<file path="config.mk">
export PLATFORM = sky130hd
export DESIGN_NAME = inst_fetch
export DESIGN_NICKNAME = d
export VERILOG_FILES = /design/src/rtl/cpu_pkg.sv /design/src/rtl/npc_calc.sv /design/src/rtl/inst_fetch.sv
export SDC_FILE = /design/constraint.sdc
export NUM_CORES = 1
export LEC_CHECK = 0
export ABC_AREA = 1
export CORE_ASPECT_RATIO = 0.6
export CORE_UTILIZATION = 47
export CTS_BUF_LIST = sky130_fd_sc_hd__clkbuf_8
export DETAILED_ROUTE_END_ITERATION = 12
export PLACE_DENSITY = 0.8
export SYNTH_ARGS = -nofsm -noshare
export SYNTH_HDL_FRONTEND = slang
export SYNTH_SLANG_ARGS = --single-unit
export TNS_END_PERCENT = 100
</file>
<file path="constraint.sdc">
create_clock -name clk -period 2.6 [get_ports clk]
set_input_delay 0.26 -clock clk [delete_from_list [all_inputs] [get_ports clk]]
set_output_delay 0.26 -clock clk [all_outputs]
set_load 0.05 [all_outputs]
</file>
<file path="src/rtl/cpu_pkg.sv">
// rtl/cpu_pkg.sv - shared types and constants for the MIPS fetch stage
//
// Purpose : fetch FSM state encoding, decoder opcode constants, default
//           reset PC and fetch timeout, and the PC-relative / jump target
//           helpers used by the next-PC selector.
// Ports   : none (package).
package cpu_pkg;

   typedef enum logic [1:0] {
      ST_IDLE  = 2'd0,
      ST_FETCH = 2'd1,
      ST_HOLD  = 2'd2,
      ST_ERR   = 2'd3
   } fetch_state_t;

   localparam logic [5:0] OP_RTYPE = 6'h00;
   localparam logic [5:0] OP_J     = 6'h02;
   localparam logic [5:0] OP_BEQ   = 6'h04;
   localparam logic [5:0] OP_LW    = 6'h23;
   localparam logic [5:0] OP_SW    = 6'h2b;

   localparam logic [31:0] DEF_RESET_PC     = 32'h0000_0000;
   localparam logic [7:0]  DEF_IMEM_TIMEOUT = 8'd255;

   // Sign-extended 16-bit branch immediate, scaled to a byte offset.
   function automatic logic [31:0] branch_offset(input logic [15:0] imm);
      return {{14{imm[15]}}, imm, 2'b00};
   endfunction

   // J-format target: upper nibble of the sequential PC, word index below.
   function automatic logic [31:0] jump_target(input logic [31:0] pc_plus4,
                                               input logic [25:0] idx);
      return {pc_plus4[31:28], idx, 2'b00};
   endfunction

endpackage

</file>
<file path="src/rtl/npc_calc.sv">
// rtl/npc_calc.sv - combinational next-PC selector for the fetch stage
//
// Purpose : choose the PC of the instruction after inst.
//           Priority: jr -> jr_target (only with IF_JR_EN),
//                     jump -> {pc_plus4[31:28], inst[25:0], 2'b00},
//                     branch && zero -> pc_plus4 + sext(inst[15:0]) << 2,
//                     otherwise pc_plus4.
//           Bits [1:0] of the result are always zero. Arithmetic wraps mod 2^32.
// Config  : IF_JR_EN adds the jr / jr_target inputs.
// Ports   :
//   pc_plus4   in  32  address of inst + 4
//   inst       in  32  instruction being retired
//   branch     in   1  decoder Branch
//   zero       in   1  ALU Zero
//   jump       in   1  decoder Jump
//   jr         in   1  jump-register select (IF_JR_EN only)
//   jr_target  in  32  rs value for jr (IF_JR_EN only)
//   next_pc    out 32  selected next PC, word aligned
module npc_calc
   import cpu_pkg::*;
(
   input  logic [31:0] pc_plus4,
   input  logic [31:0] inst,
   input  logic        branch,
   input  logic        zero,
   input  logic        jump,
`ifdef IF_JR_EN
   input  logic        jr,
   input  logic [31:0] jr_target,
`endif
   output logic [31:0] next_pc
);

   logic [31:0] npc_raw;

   // The opcode field is decoded upstream; only the immediate and target
   // fields matter here.
   logic unused_opcode;
   assign unused_opcode = ^inst[31:26];

   // Later assignments override earlier ones, so the list below runs from
   // lowest to highest priority.
   always_comb begin
      npc_raw = pc_plus4;
      if (branch && zero) begin
         npc_raw = pc_plus4 + branch_offset(inst[15:0]);
      end
      if (jump) begin
         npc_raw = jump_target(pc_plus4, inst[25:0]);
      end
`ifdef IF_JR_EN
      if (jr) begin
         npc_raw = jr_target;
      end
`endif
   end

   // A misaligned jr_target must never reach imem_addr.
   assign next_pc = npc_raw & 32'hFFFF_FFFC;

endmodule

</file>
<file path="src/rtl/inst_fetch.sv">
// rtl/inst_fetch.sv - MIPS instruction-fetch stage with imem req/ack handshake
//
// Purpose : holds the PC, fetches the word at pc from instruction memory,
//           presents it to decode/datapath until retired, then advances pc
//           through npc_calc. A fetch that waits IMEM_TIMEOUT cycles for
//           imem_ack parks the stage in a sticky error state until rst.
// Config  : IF_JR_EN adds the jr / jr_target inputs (jump-register).
// Params  : RESET_PC      pc loaded on reset
//           IMEM_TIMEOUT  FETCH cycles without ack before fetch_err (8 bit)
// Ports   :
//   clk         in   1  system clock, rising edge
//   rst         in   1  asynchronous active-high reset
//   imem_req    out  1  fetch request
//   imem_addr   out 32  fetch address (= pc)
//   imem_ack    in   1  memory response valid
//   imem_rdata  in  32  instruction word, taken when imem_req && imem_ack
//   inst        out 32  registered instruction
//   inst_valid  out  1  inst is held for execution
//   pc          out 32  address of inst
//   pc_plus4    out 32  pc + 4
//   retire      in   1  datapath completed inst this cycle
//   stall       in   1  freeze: no new request, no retire
//   branch      in   1  decoder Branch
//   zero        in   1  ALU Zero
//   jump        in   1  decoder Jump
//   jr          in   1  jump-register select (IF_JR_EN only)
//   jr_target   in  32  rs value for jr (IF_JR_EN only)
//   fetch_err   out  1  sticky fetch timeout flag
module inst_fetch
   import cpu_pkg::*;
#(
   parameter logic [31:0] RESET_PC     = DEF_RESET_PC,
   parameter logic [7:0]  IMEM_TIMEOUT = DEF_IMEM_TIMEOUT
)(
   input  logic        clk,
   input  logic        rst,
   output logic        imem_req,
   output logic [31:0] imem_addr,
   input  logic        imem_ack,
   input  logic [31:0] imem_rdata,
   output logic [31:0] inst,
   output logic        inst_valid,
   output logic [31:0] pc,
   output logic [31:0] pc_plus4,
   input  logic        retire,
   input  logic        stall,
   input  logic        branch,
   input  logic        zero,
   input  logic        jump,
`ifdef IF_JR_EN
   input  logic        jr,
   input  logic [31:0] jr_target,
`endif
   output logic        fetch_err
);

   fetch_state_t state_q, state_d;
   logic [31:0]  pc_q, pc_d;
   logic [31:0]  inst_q, inst_d;
   logic [7:0]   to_cnt_q, to_cnt_d;
   logic [31:0]  next_pc;

   assign pc_plus4 = pc_q + 32'd4;

   npc_calc u_npc_calc (
      .pc_plus4  (pc_plus4),
      .inst      (inst_q),
      .branch    (branch),
      .zero      (zero),
      .jump      (jump),
`ifdef IF_JR_EN
      .jr        (jr),
      .jr_target (jr_target),
`endif
      .next_pc   (next_pc)
   );

   always_ff @(posedge clk or posedge rst) begin
      if (rst) begin
         state_q  <= ST_IDLE;
         pc_q     <= RESET_PC;
         inst_q   <= 32'd0;
         to_cnt_q <= 8'd0;
      end else begin
         state_q  <= state_d;
         pc_q     <= pc_d;
         inst_q   <= inst_d;
         to_cnt_q <= to_cnt_d;
      end
   end

   always_comb begin
      state_d  = state_q;
      pc_d     = pc_q;
      inst_d   = inst_q;
      to_cnt_d = to_cnt_q;
      imem_req = 1'b0;

      case (state_q)
         ST_IDLE: begin
            state_d  = ST_FETCH;
            to_cnt_d = 8'd0;
         end

         ST_FETCH: begin
            // Stall withdraws the request combinationally and freezes the
            // timeout, so a stalled cycle is never charged to the memory.
            if (!stall) begin
               imem_req = 1'b1;
               if (imem_ack) begin
                  inst_d   = imem_rdata;
                  to_cnt_d = 8'd0;
                  state_d  = ST_HOLD;
               end else begin
                  to_cnt_d = to_cnt_q + 8'd1;
                  if (to_cnt_d == IMEM_TIMEOUT) begin
                     state_d = ST_ERR;
                  end
               end
            end
         end

         ST_HOLD: begin
            if (retire && !stall) begin
               pc_d     = next_pc;
               to_cnt_d = 8'd0;
               state_d  = ST_FETCH;
            end
         end

         ST_ERR: begin
            state_d = ST_ERR;
         end

         default: begin
            state_d = ST_IDLE;
         end
      endcase
   end

   assign imem_addr  = pc_q;
   assign pc         = pc_q;
   assign inst       = inst_q;
   assign inst_valid = (state_q == ST_HOLD);
   assign fetch_err  = (state_q == ST_ERR);

endmodule

</file>
# Word-level counts from Yosys, hierarchy flattened
# Index checks and enable logic that the tools add are counted.
word_totals:
  regBits: 72
  latchBits: 0
  ramBits: 0
  mem_bits_ro: 0
  inputBits: 40
  out_inout_bits: 131
  wordCells: 37
  mem_count: 0
op_classes:
  n_addsub: 3
  n_mul: 0
  n_div: 0
  n_lt_le_gt_ge: 0
  eq_ne: 7
  shifts: 0
  muxes: 13
  bitwise: 1
  n_reduce_logical: 9
ops:
  columns: ["operator", "n"]
  rows:
  - ["$mux W32", 2]
  - ["$add A32 B3 Y32 const B", 1]
  - ["$add A32 B32 Y32", 1]
  - ["$mux W8", 3]
  - ["$pmux W8 S3", 1]
  - ["$reduce_and A3 Y1", 3]
  - ["$add A8 B1 Y8 const B", 1]
  - ["$eq A8 B8 Y1 const B", 1]
  - ["$mux W2", 4]
  - ["$pmux W2 S4", 1]
  - ["$eq A2 B2 Y1 const B", 2]
  - ["$ne A3 B3 Y1 const B", 1]
  - ["$reduce_bool A3 Y1", 1]
  - ["$eq A2 B1 Y1 const B", 1]
  - ["$logic_and A1 B1 Y1", 2]
  - ["$logic_not A2 Y1", 1]
  - ["$mux W1", 2]
  - ["$ne A2 B1 Y1 const B", 1]
  - ["$ne A2 B2 Y1 const B", 1]
  - ["$reduce_and A2 Y1", 1]
  - ["$logic_not A1 Y1", 1]
  - ["$not A1 Y1", 1]

# Longest topological paths before layout
# Gate-level depths: netlist of run 1.
depth:
  depth_word: 6
  ltp_mapped: 24
  ltp_nobuf: 24

# By module
# A second synthesis of run 1 with hierarchy kept.
hier_totals:
  hier_cells: 998
  hier_area_um2: 6800.3
modules_own_cells:
  columns: ["mod", "instances", "cells_each", "area_each_um2", "seq_area_each_um2"]
  rows:
  - ["inst_fetch", 1, 432, 4063.9, 1851.8]
  - ["npc_calc", 1, 566, 2736.4, 0.0]

# Worst setup path before layout of run 1
# OpenSTA, ideal clock, no wires.
synth_path:
  path_kind: "register to register"
  startpoint: "reg pc_q[2], in the netlist imem_addr[2]"
  endpoint: "reg pc_q[13], in the netlist imem_addr[13]"
  setup_ns: 0.118
  arrival_time_ns: 3.617
  required_ns: 2.482
  path_slack_ns: -1.136
  path_stages_with_launch: 17
  path_buffers: 0
  period_less_slack_ns: 3.736
  path_cell_list: "dfrtp_1 > ha_1 > nand3_2 > inv_2 > nand2_2 > nor2_4 > xor2_1 > ha_1 > nand2_1 > inv_1 > a21oi_1 > nand3_1 > or2_2 > nand3_1 > nand3_1 > nand2_1 > nand2_1"
synth_between:
  elab_chain_len: 4
synth_rtl:
  columns: ["element", "line", "text"]
  rows:
  - ["start, declared", "inst_fetch.sv:58", "logic [31:0] pc_q, pc_d;"]
  - ["start signal, assigned", "inst_fetch.sv:86", "pc_q <= pc_d;"]
  - ["$add A32 B3 Y32", "inst_fetch.sv:63", "assign pc_plus4 = pc_q + 32'd4;"]
  - ["net pc_plus4[12]", "inst_fetch.sv:44", "output logic [31:0] pc_plus4,"]
  - ["$add A32 B32 Y32", "npc_calc.sv:46", "npc_raw = pc_plus4 + branch_offset(inst[15:0]);"]
  - ["$mux W32", "npc_calc.sv:45", "if (branch && zero) begin"]
  - ["$mux W32", "npc_calc.sv:48", "if (jump) begin"]
# The timed path passes the listed nets, and every way through them passes these cells.
# A chain may end at the register's enable or synchronous reset.

# Final worst setup path of run 1
layout_path:
  startpoint: "reg pc_q[6], in the netlist imem_addr[6]"
  endpoint: "reg pc_q[11], in the netlist imem_addr[11]"
layout_between:
  elab_chain_len: 4
layout_rtl:
  columns: ["element", "line"]
  rows:
  - ["$add A32 B3 Y32 *", "inst_fetch.sv:63"]
  - ["$add A32 B32 Y32", "npc_calc.sv:46"]
  - ["$mux W32 *", "npc_calc.sv:45"]
  - ["$mux W32 *", "npc_calc.sv:48"]
# Every way passes the cells marked *; elsewhere a longest branch is shown, timed or not.

==> summary.txt, run 1 <==
Outcome
  • Status: finished with violations
  • Failing checks: negative setup slack

Hold path
  • Hold crit path type: input pin to async pin

STA
  • Hold WS: 0.277 ns
  • Setup violators final: 25
  • Clock skew: 0.0331 ns
  • Unrepaired setup endpoints after global routing: true
  • Fin crit share: 1.15
  • Setup ws final: -0.391 ns
  • Fin. Hold Viols: 0
  • Tightest Pin Transition: between 0.5 and 0.6 ns
  • Fmax: approximately 330 MHz
  • Crit path time final: 2.99 ns
  • Slew headroom: 0.612
  • Final slew viol count: 0

Place
  • Port Buffers: 164
  • Global placer's final weighted congestion: 0.990
  • Final HPWL DP: 22,400 um

Synthesis
  • Top cells by count, synth: nand2_1 (444), inv_1 (171), nand3_1 (83)
  • Mapped Area: 0.00687 mm^2
  • Post-synth top area cell: dfrtp_1
  • Async S/R FF share, synth: 1.00
  • Sequential area share after synthesis: 0.262
  • Synth warn: 0
  • Syn Area/Cell: 6.03 um^2
  • Main area contributors after synthesis: dfrtp_1 (26%), nand2_1 (24%), inv_1 (9.3%)
  • Synthesized flop and latch total: 72
  • Syn Inst Count: about 1,100
  • Proportion of netlist area held by the largest area contributor: 0.262
  • Most numerous cell in the Yosys netlist: nand2_1
  • Dominant synthesized flop cell: dfrtp_1
  • EDFF count, synth: 0
  • Post-synth cell types: 37

Clock network
  • Clock Latency Late Sink: 0.40 ns
  • CTS H-tree lvls: 3
  • Hold-fix buffers, CTS: 0
  • TritonCTS Buffers: 9
  • Root buffer cell: clkbuf_8
  • Num Clock Sinks: 72
  • CTS max path bufs: 2
  • CTS tree: done
  • Clk slew on worst S/H paths: 0.12 ns

Worst setup path
  • Crit path capture type: flop
  • WP data arrival: approximately 3.3 ns
  • Critical path peak fanout: 4
  • WS Path Type: flop to flop
  • Worst path required time: 2.87 ns
  • Startpoint types: flop

Drt
  • ANT nets after route: 0
  • Vias per inst: 5.76
  • DRC Markers: 0
  • Post-DR wirelength/cell: 21.0 um
  • DR vias: 9,755
  • Final WL: 35,500 um
  • DR pass1 iterations: 6
  • DR iter-0 viols: 1,171

Global route
  • Number of global-route vias before repair: 8,555
  • Largest net degree at the start of global routing: 46
  • All-Layer GR Usage: 0.414
  • Initial antenna violation count: 0
  • Total gr overflow: 0
  • First-pass GRT wire length: 46,100 um

Die
  • Initial Utilization: 0.492
  • Die W: roughly 160 um
  • Die height: 95.7 um
  • Ports: 171
  • Die area: 0.0151 mm^2
  • Row cnt: 33
  • Core area: 0.0140 mm^2

Final layout
  • Fillers: 708
  • Ant. Diodes: 0
  • Fin nets: 1,575
  • Layout cells sized above 1: 0.427
  • Area Growth Syn to Fin: 81.3%

Job
  • Max Cap Violations: 0
[per-stage QoR]
stage / setup WS, ns / setup TNS [ns] / utilization / area [um^2] / cells
final: -0.391 / -6.74 / 0.893 / 12500 / 1693
after global placement: -0.332 / -3.70 / 0.749 / 10500 / 1624
after global routing: -0.550 / -9.89 / 0.893 / 12500 / 1693
after detailed placement: -0.377 / -4.45 / 0.749 / 10500 / 1624
after floorplan: -0.311 / -6.09 / - / 7400 / 1145
after CTS: -0.115 / -1.27 / 0.829 / 11600 / 1674
[cells in the final DEF, fill, tap and decap left out, types with 6 or more instances in the layout]
master,Yosys,routed
buf_4,36,212
o211ai_1,6,6
conb_1,1,6
a21oi_1,45,27
o21ai_1,6,8
dfrtp_2,0,24
inv_2,4,35
o22ai_1,6,6
nor2_2,4,10
buf_12,0,20
nand4_1,12,12
clkdlybuf4s50_1,0,136
buf_6,0,24
a21oi_2,0,13
xor2_4,0,10
and2_4,1,8
ha_4,0,29
nand2_2,4,95
nand3b_1,7,7
inv_1,171,134
nor2_1,78,46
nand2_1,444,319
clkbuf_8,0,9
nand3_4,0,6
o21ai_0,36,29
ha_1,38,9
nand2_4,0,32
dfrtp_1,72,48
nor2_4,3,29
nand3_1,83,48
nand3_2,2,31
[routing by layer]
layer | wire (um) | vias to the layer above | global-route usage | share of wire
met5 | 77 | - | 0.0408 | 0.0022
met4 | 1970 | 2 | 0.125 | 0.056
met3 | 5340 | 241 | 0.142 | 0.15
met2 | 14500 | 829 | 0.584 | 0.41
met1 | 13600 | 4479 | 0.585 | 0.38
li1 | - | 4204 | - | -
[worst paths after layout]
check                                         start                   endpoint  slack (ns)  cells past startpoint
setup / recovery           imem_addr[6]$_DFFE_PP0P_  imem_addr[11]$_DFFE_PP0P_       -0.39                     17
hold / removal                                  rst   imem_addr[6]$_DFFE_PP0P_        0.28                      3
setup reg to reg           imem_addr[6]$_DFFE_PP0P_  imem_addr[11]$_DFFE_PP0P_       -0.39                     17
hold reg to reg                inst[31]$_DFFE_PP0P_       inst[31]$_DFFE_PP0P_        0.49                      2
max in group asynchronous                       rst  imem_addr[22]$_DFFE_PP0P_        1.87                      3
min in group clk                     imem_rdata[28]       inst[28]$_DFFE_PP0P_        0.41                      3
[cells by family (layout without fill, tap and decap cells)]
kind of cell | after synthesis | after routing | share of synthesized area
AND/OR/NAND/NOR | 667 | 667 | 0.405
buffers and inverters | 234 | 590 | 0.149
AO/OA/AOI/OAI | 105 | 105 | 0.0819
flip-flops | 72 | 72 | 0.262
adder cells (fa/ha/maj) | 39 | 39 | 0.0721
XOR/XNOR | 22 | 22 | 0.0291
other | 1 | 6 | 0.000546
[timing repair]
item	CTS	global route
pin swaps	64	123
endpoints found under the hold margin	0	0
gates resized for setup	161	221
buffers inserted	34	21
endpoints found under the setup margin	28	29
[flip-flops by register name, indices dropped and copies added, names as in the netlist]
register / count
to_cnt_q: 8
state_q: 2
imem_addr: 30
inst: 32
[worst max-delay path: stages (launching register included)]
cell and delay [ns]:
dfrtp_2 0.43, nand2_1 0.12, nor2_4 0.23, nand2_8 0.09
buf_4 0.16, xor2_2 0.21, inv_2 0.11, ha_4 0.30
nand2_4 0.09, inv_1 0.06, nand2_1 0.07, nand2_2 0.06
nand3b_1 0.26, or2_4 0.29, nand3_1 0.06, nand3_1 0.08
nand2_1 0.14, nand2_2 0.09
[area by class of cell]
| class | instances | area, um^2 | area share |
|---|---|---|---|
| Clock buffer | 9 | 124 | 0.00994 |
| Timing Repair Buffer | 397 | 3670 | 0.295 |
| Sequential cell | 72 | 1830 | 0.147 |
| Inverter | 177 | 684 | 0.0549 |
| Clock inverter | 7 | 48.8 | 0.00392 |
| Tap cell | 192 | 240 | 0.0193 |
| Multi-Input combinational cell | 839 | 5860 | 0.470 |
Power of run 1 is left out: the tool's default activity adds up to more than one toggle a clock period on the data nets, which glitch-free logic cannot reach.
==> inputs of run 2 (changes only) <==
--- a/config.mk
+++ b/config.mk
@@ -11,6 +11,7 @@
 export CTS_BUF_LIST = sky130_fd_sc_hd__clkbuf_8
 export DETAILED_ROUTE_END_ITERATION = 12
 export PLACE_DENSITY = 0.8
+export SLEW_MARGIN = 40
 export SYNTH_ARGS = -nofsm -noshare
 export SYNTH_HDL_FRONTEND = slang
 export SYNTH_SLANG_ARGS = --single-unit
==> results of run 2 <==
Final layout, timing and power as in run 1 (identical DEF).
Power of run 2 is left out for the same reason.
